[config.mk]
export PLATFORM = sky130hd
export DESIGN_NAME = upsample_patch_fetcher
export DESIGN_NICKNAME = d
export VERILOG_FILES = /design/src/rtl/upsample_patch_fetcher.sv
export SDC_FILE = /design/constraint.sdc
export NUM_CORES = 1
export LEC_CHECK = 0
export ABC_AREA = 1
export BUFFER_PORTS_ARGS = -buffer_cell sky130_fd_sc_hd__buf_2
export CORE_MARGIN = 2
export CORE_UTILIZATION = 30
export CTS_BUF_LIST = sky130_fd_sc_hd__clkbuf_16
export CTS_CLUSTER_SIZE = 8
export DETAILED_ROUTE_END_ITERATION = 6
export GPL_TIMING_DRIVEN = 0
export SETUP_SLACK_MARGIN = 0.1
export SYNTH_ARGS = -nofsm -noshare
export SYNTH_HDL_FRONTEND = slang
export SYNTH_SLANG_ARGS = --single-unit
[constraint.sdc]
create_clock -name clk_in -period 25.1 [get_ports clk_in]
set_input_delay 3.765 -clock clk_in [delete_from_list [all_inputs] [get_ports clk_in]]
set_output_delay 3.765 -clock clk_in [all_outputs]
set_load 0.05 [all_outputs]
[src/rtl/upsample_patch_fetcher.sv]
// Sweeps a 4x4 window across one filtered row: the first window is fetched in
// full, every later step shifts left and fetches only the new right column.
// state   | meaning
// IDLE    | waiting for start_in
// FILL    | issuing one registered read per cycle, slots k..15
// WAIT    | all reads issued, collecting outstanding returns
// PRESENT | patch_out valid, waiting for patch_ready_in
// DRAIN   | aborted fetch, discarding in-flight returns
module upsample_patch_fetcher #(
  parameter int FILTERED_WIDTH = 131,
  parameter int OUT_COLS       = 128,
  parameter int READ_LATENCY   = 2
) (
  input  logic         clk_in,
  input  logic         rst_in,
  input  logic         frame_rst_in,
  input  logic         start_in,
  input  logic [9:0]   patch_row_in,
  output logic         valid_read_out,
  output logic [10:0]  read_hor_addr_out,
  output logic [9:0]   read_ver_addr_out,
  input  logic [15:0]  pixel_read_in,
  input  logic         pixel_valid_in,
  output logic [255:0] patch_out,
  output logic         patch_valid_out,
  input  logic         patch_ready_in,
  output logic [6:0]   patch_x_out,
  output logic [9:0]   patch_y_out,
  output logic         busy_out,
  output logic         row_done_out
);

  localparam int LAST_COL = (OUT_COLS < FILTERED_WIDTH - 3) ? OUT_COLS - 1 : FILTERED_WIDTH - 4;
  localparam logic [6:0] LAST_X = 7'(LAST_COL);
  localparam int DW = (READ_LATENCY > 1) ? $clog2(READ_LATENCY) : 1;
  localparam logic [DW-1:0] DRAIN_LOAD = DW'(READ_LATENCY - 1);

  typedef enum logic [2:0] {IDLE, FILL, WAIT, PRESENT, DRAIN} state_t;

  state_t          state_q;
  logic [9:0]      row_q;
  logic [6:0]      x_q;
  logic [3:0]      k_q;
  logic [3:0]      j_q;
  logic            ret_done_q;
  logic [DW-1:0]   drain_q;
  logic [255:0]    patch_q;
  logic            valid_read_q;
  logic [10:0]     hor_q;
  logic [9:0]      ver_q;
  logic            patch_valid_q;
  logic            row_done_q;

  logic [10:0]     hor_d;
  logic [9:0]      ver_d;
  logic [7:0]      wr_idx_d;
  logic            capture_d;

  assign hor_d    = {4'b0, x_q} + {9'b0, k_q[3:2]};
  assign ver_d    = row_q + {8'b0, k_q[1:0]};
  // return slot j lands at row j[1:0], column j[3:2]
  assign wr_idx_d = {j_q[1:0], j_q[3:2], 4'b0000};
  assign capture_d = (state_q == FILL || state_q == WAIT) && pixel_valid_in &&
                     !ret_done_q && !frame_rst_in;

  always_ff @(posedge clk_in or posedge rst_in) begin
    if (rst_in) begin
      state_q       <= IDLE;
      row_q         <= '0;
      x_q           <= '0;
      k_q           <= '0;
      j_q           <= '0;
      ret_done_q    <= 1'b0;
      drain_q       <= '0;
      patch_q       <= '0;
      valid_read_q  <= 1'b0;
      hor_q         <= '0;
      ver_q         <= '0;
      patch_valid_q <= 1'b0;
      row_done_q    <= 1'b0;
    end else begin
      valid_read_q <= 1'b0;
      row_done_q   <= 1'b0;
      if (capture_d) begin
        patch_q[wr_idx_d +: 16] <= pixel_read_in;
        j_q <= j_q + 4'd1;
        if (j_q == 4'd15) ret_done_q <= 1'b1;
      end
      if (frame_rst_in) begin
        patch_valid_q <= 1'b0;
        drain_q       <= DRAIN_LOAD;
        state_q       <= (state_q == FILL || state_q == WAIT) ? DRAIN : IDLE;
      end else begin
        case (state_q)
          IDLE: begin
            if (start_in) begin
              row_q      <= patch_row_in;
              x_q        <= '0;
              k_q        <= '0;
              j_q        <= '0;
              ret_done_q <= 1'b0;
              state_q    <= FILL;
            end
          end
          FILL: begin
            valid_read_q <= 1'b1;
            hor_q        <= hor_d;
            ver_q        <= ver_d;
            k_q          <= k_q + 4'd1;
            if (k_q == 4'd15) state_q <= WAIT;
          end
          WAIT: begin
            if (ret_done_q) begin
              patch_valid_q <= 1'b1;
              state_q       <= PRESENT;
            end
          end
          PRESENT: begin
            if (patch_ready_in) begin
              patch_valid_q <= 1'b0;
              if (x_q == LAST_X) begin
                row_done_q <= 1'b1;
                state_q    <= IDLE;
              end else begin
                for (int r = 0; r < 4; r++) begin
                  for (int c = 0; c < 3; c++) begin
                    patch_q[(4*r+c)*16 +: 16] <= patch_q[(4*r+c+1)*16 +: 16];
                  end
                end
                x_q        <= x_q + 7'd1;
                k_q        <= 4'd12;
                j_q        <= 4'd12;
                ret_done_q <= 1'b0;
                state_q    <= FILL;
              end
            end
          end
          DRAIN: begin
            if (drain_q == '0) state_q <= IDLE;
            else drain_q <= drain_q - DW'(1);
          end
          default: state_q <= IDLE;
        endcase
      end
    end
  end

  assign valid_read_out    = valid_read_q;
  assign read_hor_addr_out = hor_q;
  assign read_ver_addr_out = ver_q;
  assign patch_out         = patch_q;
  assign patch_valid_out   = patch_valid_q;
  assign patch_x_out       = x_q;
  assign patch_y_out       = row_q;
  assign busy_out          = (state_q != IDLE);
  assign row_done_out      = row_done_q;

endmodule

* After elaboration in Yosys (flattened, before gate mapping) *
Cells that the tools add are included.

word-level totals
  flip-flop bits (word level) = 310
  bits of input ports = 32
  output and inout port bits = 298

cells by class
  add/sub/neg operators = 7
  equal/unequal tests = 15
  shift-type cells = 2
  mux-type cells = 61
  bitwise logic cells = 1
  reductions and logical operators = 18

operators by type and width
  kind                         number
  $mux W48                     16
  $bwmux W256                  1
  $shift A16 B10 Y256 const A  1
  $shiftx A16 B10 Y256         1
  $mux W240                    1
  $mux W4                      8
  $mux W3                      7
  $mux W7                      3
  $mux W1                      19
  $pmux W3 S5                  1
  $reduce_and A5 Y1            3
  $pmux W7 S2                  1
  $ne A3 B3 Y1 const B         4
  $pmux W4 S3                  1
  $add A10 B2 Y10              1
  $neg A8 Y10                  1
  $reduce_bool A3 Y1           3
  $add A4 B1 Y4 const B        2
  $add A7 B2 Y8                1
  $eq A4 B4 Y1 const B         2
  $pmux W4 S2                  1
  $add A7 B1 Y7 const B        1
  $eq A7 B7 Y1 const B         1
  $eq A3 B2 Y1 const B         2
  14 further kinds             22

* Logic depth before layout (Yosys ltp) *
  depth in word-level cells = 10
  mapped depth = 16

* Least setup slack after synthesis *
Ideal clock, no wire load.

  path kind = input to register
  start point = in frame_rst_in
  end point = reg patch_q[37] (netlist: patch_out[37])
  library setup time = 0.118 ns
  arrival = 4.972 ns
  path slack = 20.010 ns
  stages on the path = 10
  path buffers = 2
  path through = buf_2 > inv_2 > nand2_1 > nor2_2 > nand3_2 > nor2_4 > clkbuf_1 > nand3_1 > nand3_1 > nand2_1

between the ends
  word-level cells in the longest chain between the ends = 7

RTL lines
  element                          RTL line  source
  from (decl)                      16        input logic frame_rst_in,
  $logic_not A1 Y1                 64        !ret_done_q && !frame_rst_in;
  $logic_and A1 B1 Y1              64
  $mux W240                        84        if (capture_d) begin
  $mux W48                         121       if (x_q == LAST_X) begin
  $mux W48                         119       if (patch_ready_in) begin
  $mux W48                         94        case (state_q)
  $mux W48 *                       89        if (frame_rst_in) begin
  to (signal, indexed assignment)  85        patch_q[wr_idx_d +: 16] <= pixel_read_in;
  to (signal, indexed assignment)  127       patch_q[(4*r+c)*16 +: 16] <= patch_q[(4*r+c+1)*16 +: 16];
  to (decl)                        47        logic [255:0] patch_q;

Mark *: on every way between the ends. The rest lies on a longest branch, timed or not.
A chain may end at the register's enable or synchronous reset.

* Worst setup path in the final report *
  start point = reg state_q[1]
  end point = out busy_out

between the ends
  word-level cells in the longest chain between the ends = 1

RTL lines
  element                 RTL line  source
  from (decl)             40        state_t state_q;
  from (signal assigned)  92        state_q <= (state_q == FILL || state_q == WAIT) ? DRAIN : IDLE;
  $reduce_bool A3 Y1      155       assign busy_out = (state_q != IDLE);
  to (decl)               29        output logic busy_out,

Every way passes these cells.

==> out/results.txt <==
status: complete, no violations
antenna viol nets, final: 0
max_slew headroom: 39.4%
final hold vios: 0
most frequent cells in the layout: nand2_1, buf_2, nand3_1
Iteration-0 DRC Markers: 1363
Synth Instances: 2082
Avg Inst Size Synth: 7.64 um2
sum of negative setup slack: 0 ns
maximum VDD drop: 120 uV
critical path capture point type: output port
gr usage total: 24.8%
most common cell after layout, fill and taps aside: nand2_1
# DRC: 0
global routing usage on met3: 6.29%
# IOs: 330
Slew @ Worst Pin: 0.910 ns
RSZ-0062 raised after global routing: false
Critical Path, Cell by Cell: nor2_1 -> nand2_1 -> buf_2
pin count of the biggest net entering global routing: 118
Area Growth Syn to Fin: 23.7%
Post-DP Area: 18400 um2
fin crit share: 21.3%
Async S/R FF share, synth: 100%
synth warn: 0
met1 Use GR: 31.8%
number of synthesized register bits: 307
Num CTS Buffers: 45
# diodes: 0
Root Buffer: clkbuf_16
routability cong.: 0.953
Peak Freq: 187 MHz
Initial Utilization: 30.3%
sequential area share after synthesis: 48.3%
die area: 54800 um2
routed wire length: 69.3 mm
Num Clock Sinks: 307
Leak: 10.6 nW
GRT Residual Overflow: 0
clock skew: 0.0237 ns
Hold Buf Count CTS: 0
CP Data Required Time: 21.33 ns
minimum clock period: 5.36 ns
startpoint class of the critical path: flop
top_reg_cell synth: dfrtp_1
Synth top area share: 48.3%
CTS clk-pin slew, worst paths: 0.05 ns
EDFF count, synth: 0
first-pass GRT wire length: 100 mm
Crit Path Class: reg2out
Die Wd: 234 um
initial antenna violation count: 0
PwrDens: 144 nW/um2
Port Buffers: 324
H-tree depth: 2
Final setup violation count: 0
postcts setup bufs: 0
Worst path max stage delay: 0.42 ns
met2 Track Usage GR: 39.6%
CP max-delay cell: dfrtp_1
CTS tree: done
Max clock buf depth: 3
Yosys top cell by area: dfrtp_1
Arrival @ worst endpoint: 1.59 ns
Max FO, Critical Path: 5
Slew Limit Fails: 0
HPWL Detailed: 53.8 mm
# fillers: 5541
PostCTS Resize Cnt: 0
vias per cell: 5.13
vias in the first global route: 15420
DR vias: 16159
Clk Latency, worst-skew pair: 0.58 ns
layer with the highest usage: met2
share of cells above drive strength 1: 21.4%
Core Area: 52400 um2
max cap viols: 0
Pre-antenna DRT Iters: 5
NumNets Final: 2502
Synth area leaders: dfrtp_1, nand2_1, nand3_1, inv_1, o21ai_0
hold crit path type: reg2reg
DR WL/cell: 22.0 um
Post-Syn Area: 15900 um2
# rows: 84
Die Y: 234 um
Finished Cell Area: 19700 um2
Distinct cells, synth: 41
==> per-stage QoR <==
stage	setup WS [ns]	util, %	hold WS (ns)	power, mW	cells
after CTS	19.73	37.5	0.481	2.83	3151
after global routing	19.68	37.5	0.488	2.98	3151
final	19.74	37.5	0.478	2.83	3151
after global placement	9.14	35.1	0.463	2.27	3096
after floorplan	12.85	-	0.442	1.84	2084
after detailed placement	19.52	35.2	0.464	2.28	3098
==> where the power goes <==
group | switching, mW | internal (mW) | leakage, nW
clock | 0.222 | 0.327 | 0.596
combinational | 1.14 | 0.302 | 6.28
sequential | 0.170 | 0.670 | 3.70
total | 1.54 | 1.30 | 10.6
==> kinds of logic (layout without fill, tap and decap cells) <==
logic type | Yosys count | count (layout) | share of synthesized area [%]
xor+xnor | 14 | 14 | 0.771
other cells | 1 | 3 | 0.0236
simple gates | 1199 | 1199 | 33.6
flops | 307 | 307 | 48.3
buf+inv | 379 | 758 | 10.3
fa+ha+maj | 13 | 13 | 1.12
compound gates | 169 | 169 | 5.88
==> critical path: cells and delay by family (launching register included) <==
family,cells,cell delay [ns]
flops,1,0.42
simple gates,2,0.37
buf+inv,1,0.24
==> area by class of cell <==
class | instances | area, um2 | area share, %
clock buffers | 47 | 1180 | 5.98
well taps | 688 | 861 | 4.38
flip-flops and latches | 307 | 7680 | 39.1
multi-input cells | 1398 | 6590 | 33.5
plain buffers | 135 | 712 | 3.62
inverters | 244 | 927 | 4.72
clock inverters | 6 | 32.5 | 0.165
repair buffers | 326 | 1680 | 8.53
==> layer usage <==
metal | share of wire [%] | wire length, um | up-vias
li1 | - | - | 7423
met1 | 40 | 28000 | 7865
met2 | 46 | 32000 | 714
met3 | 9.0 | 6240 | 157
met4 | 4.4 | 3060 | 0
met5 | 0 | 0 | -
==> synth_stat cells, types with 2 or more instances <==
library cell  count
dfrtp_1         307
nand2_2          10
a31oi_1          15
clkbuf_1         47
inv_1           228
nand3_1         315
nand2_4           3
o211ai_1         17
xor2_1           10
fa_1              2
ha_1             11
o21ai_0          84
buf_1             2
o22ai_1          16
o31ai_1           2
inv_2            12
nand4_1          65
or2_2            15
xnor2_1           4
nor2_8            3
buf_2            60
nand3_2           7
nor2_2            6
nor4_1           17
a21oi_1           9
o21ai_1          25
buf_6             6
nor2_1           76
buf_4            18
clkinv_1          2
nand2_1         674
nor2_4            5
==> final timing paths <==
check                                startpoint              endpoint  slack (ns)  depth (start not counted)
min                        read_hor_addr_out[1]  read_hor_addr_out[1]        0.48                          2
min in group asynchronous                rst_in        patch_out[180]        3.31                          2
max in group asynchronous                rst_in        patch_out[205]       20.29                          4
max                                  state_q[1]              busy_out       19.74                          3
max reg2reg                              j_q[2]        patch_out[251]       21.70                         10
min reg2reg                read_hor_addr_out[1]  read_hor_addr_out[1]        0.48                          2
==> registers in the layout (all words and copies together), names as in the netlist, 3 cells and up <==
name	flops
read_hor_addr_out	8
patch_x_out	7
read_ver_addr_out	10
patch_y_out	10
k_q	4
patch_out	256
j_q	4
state_q	3
(Power assumes the default switching activity.)
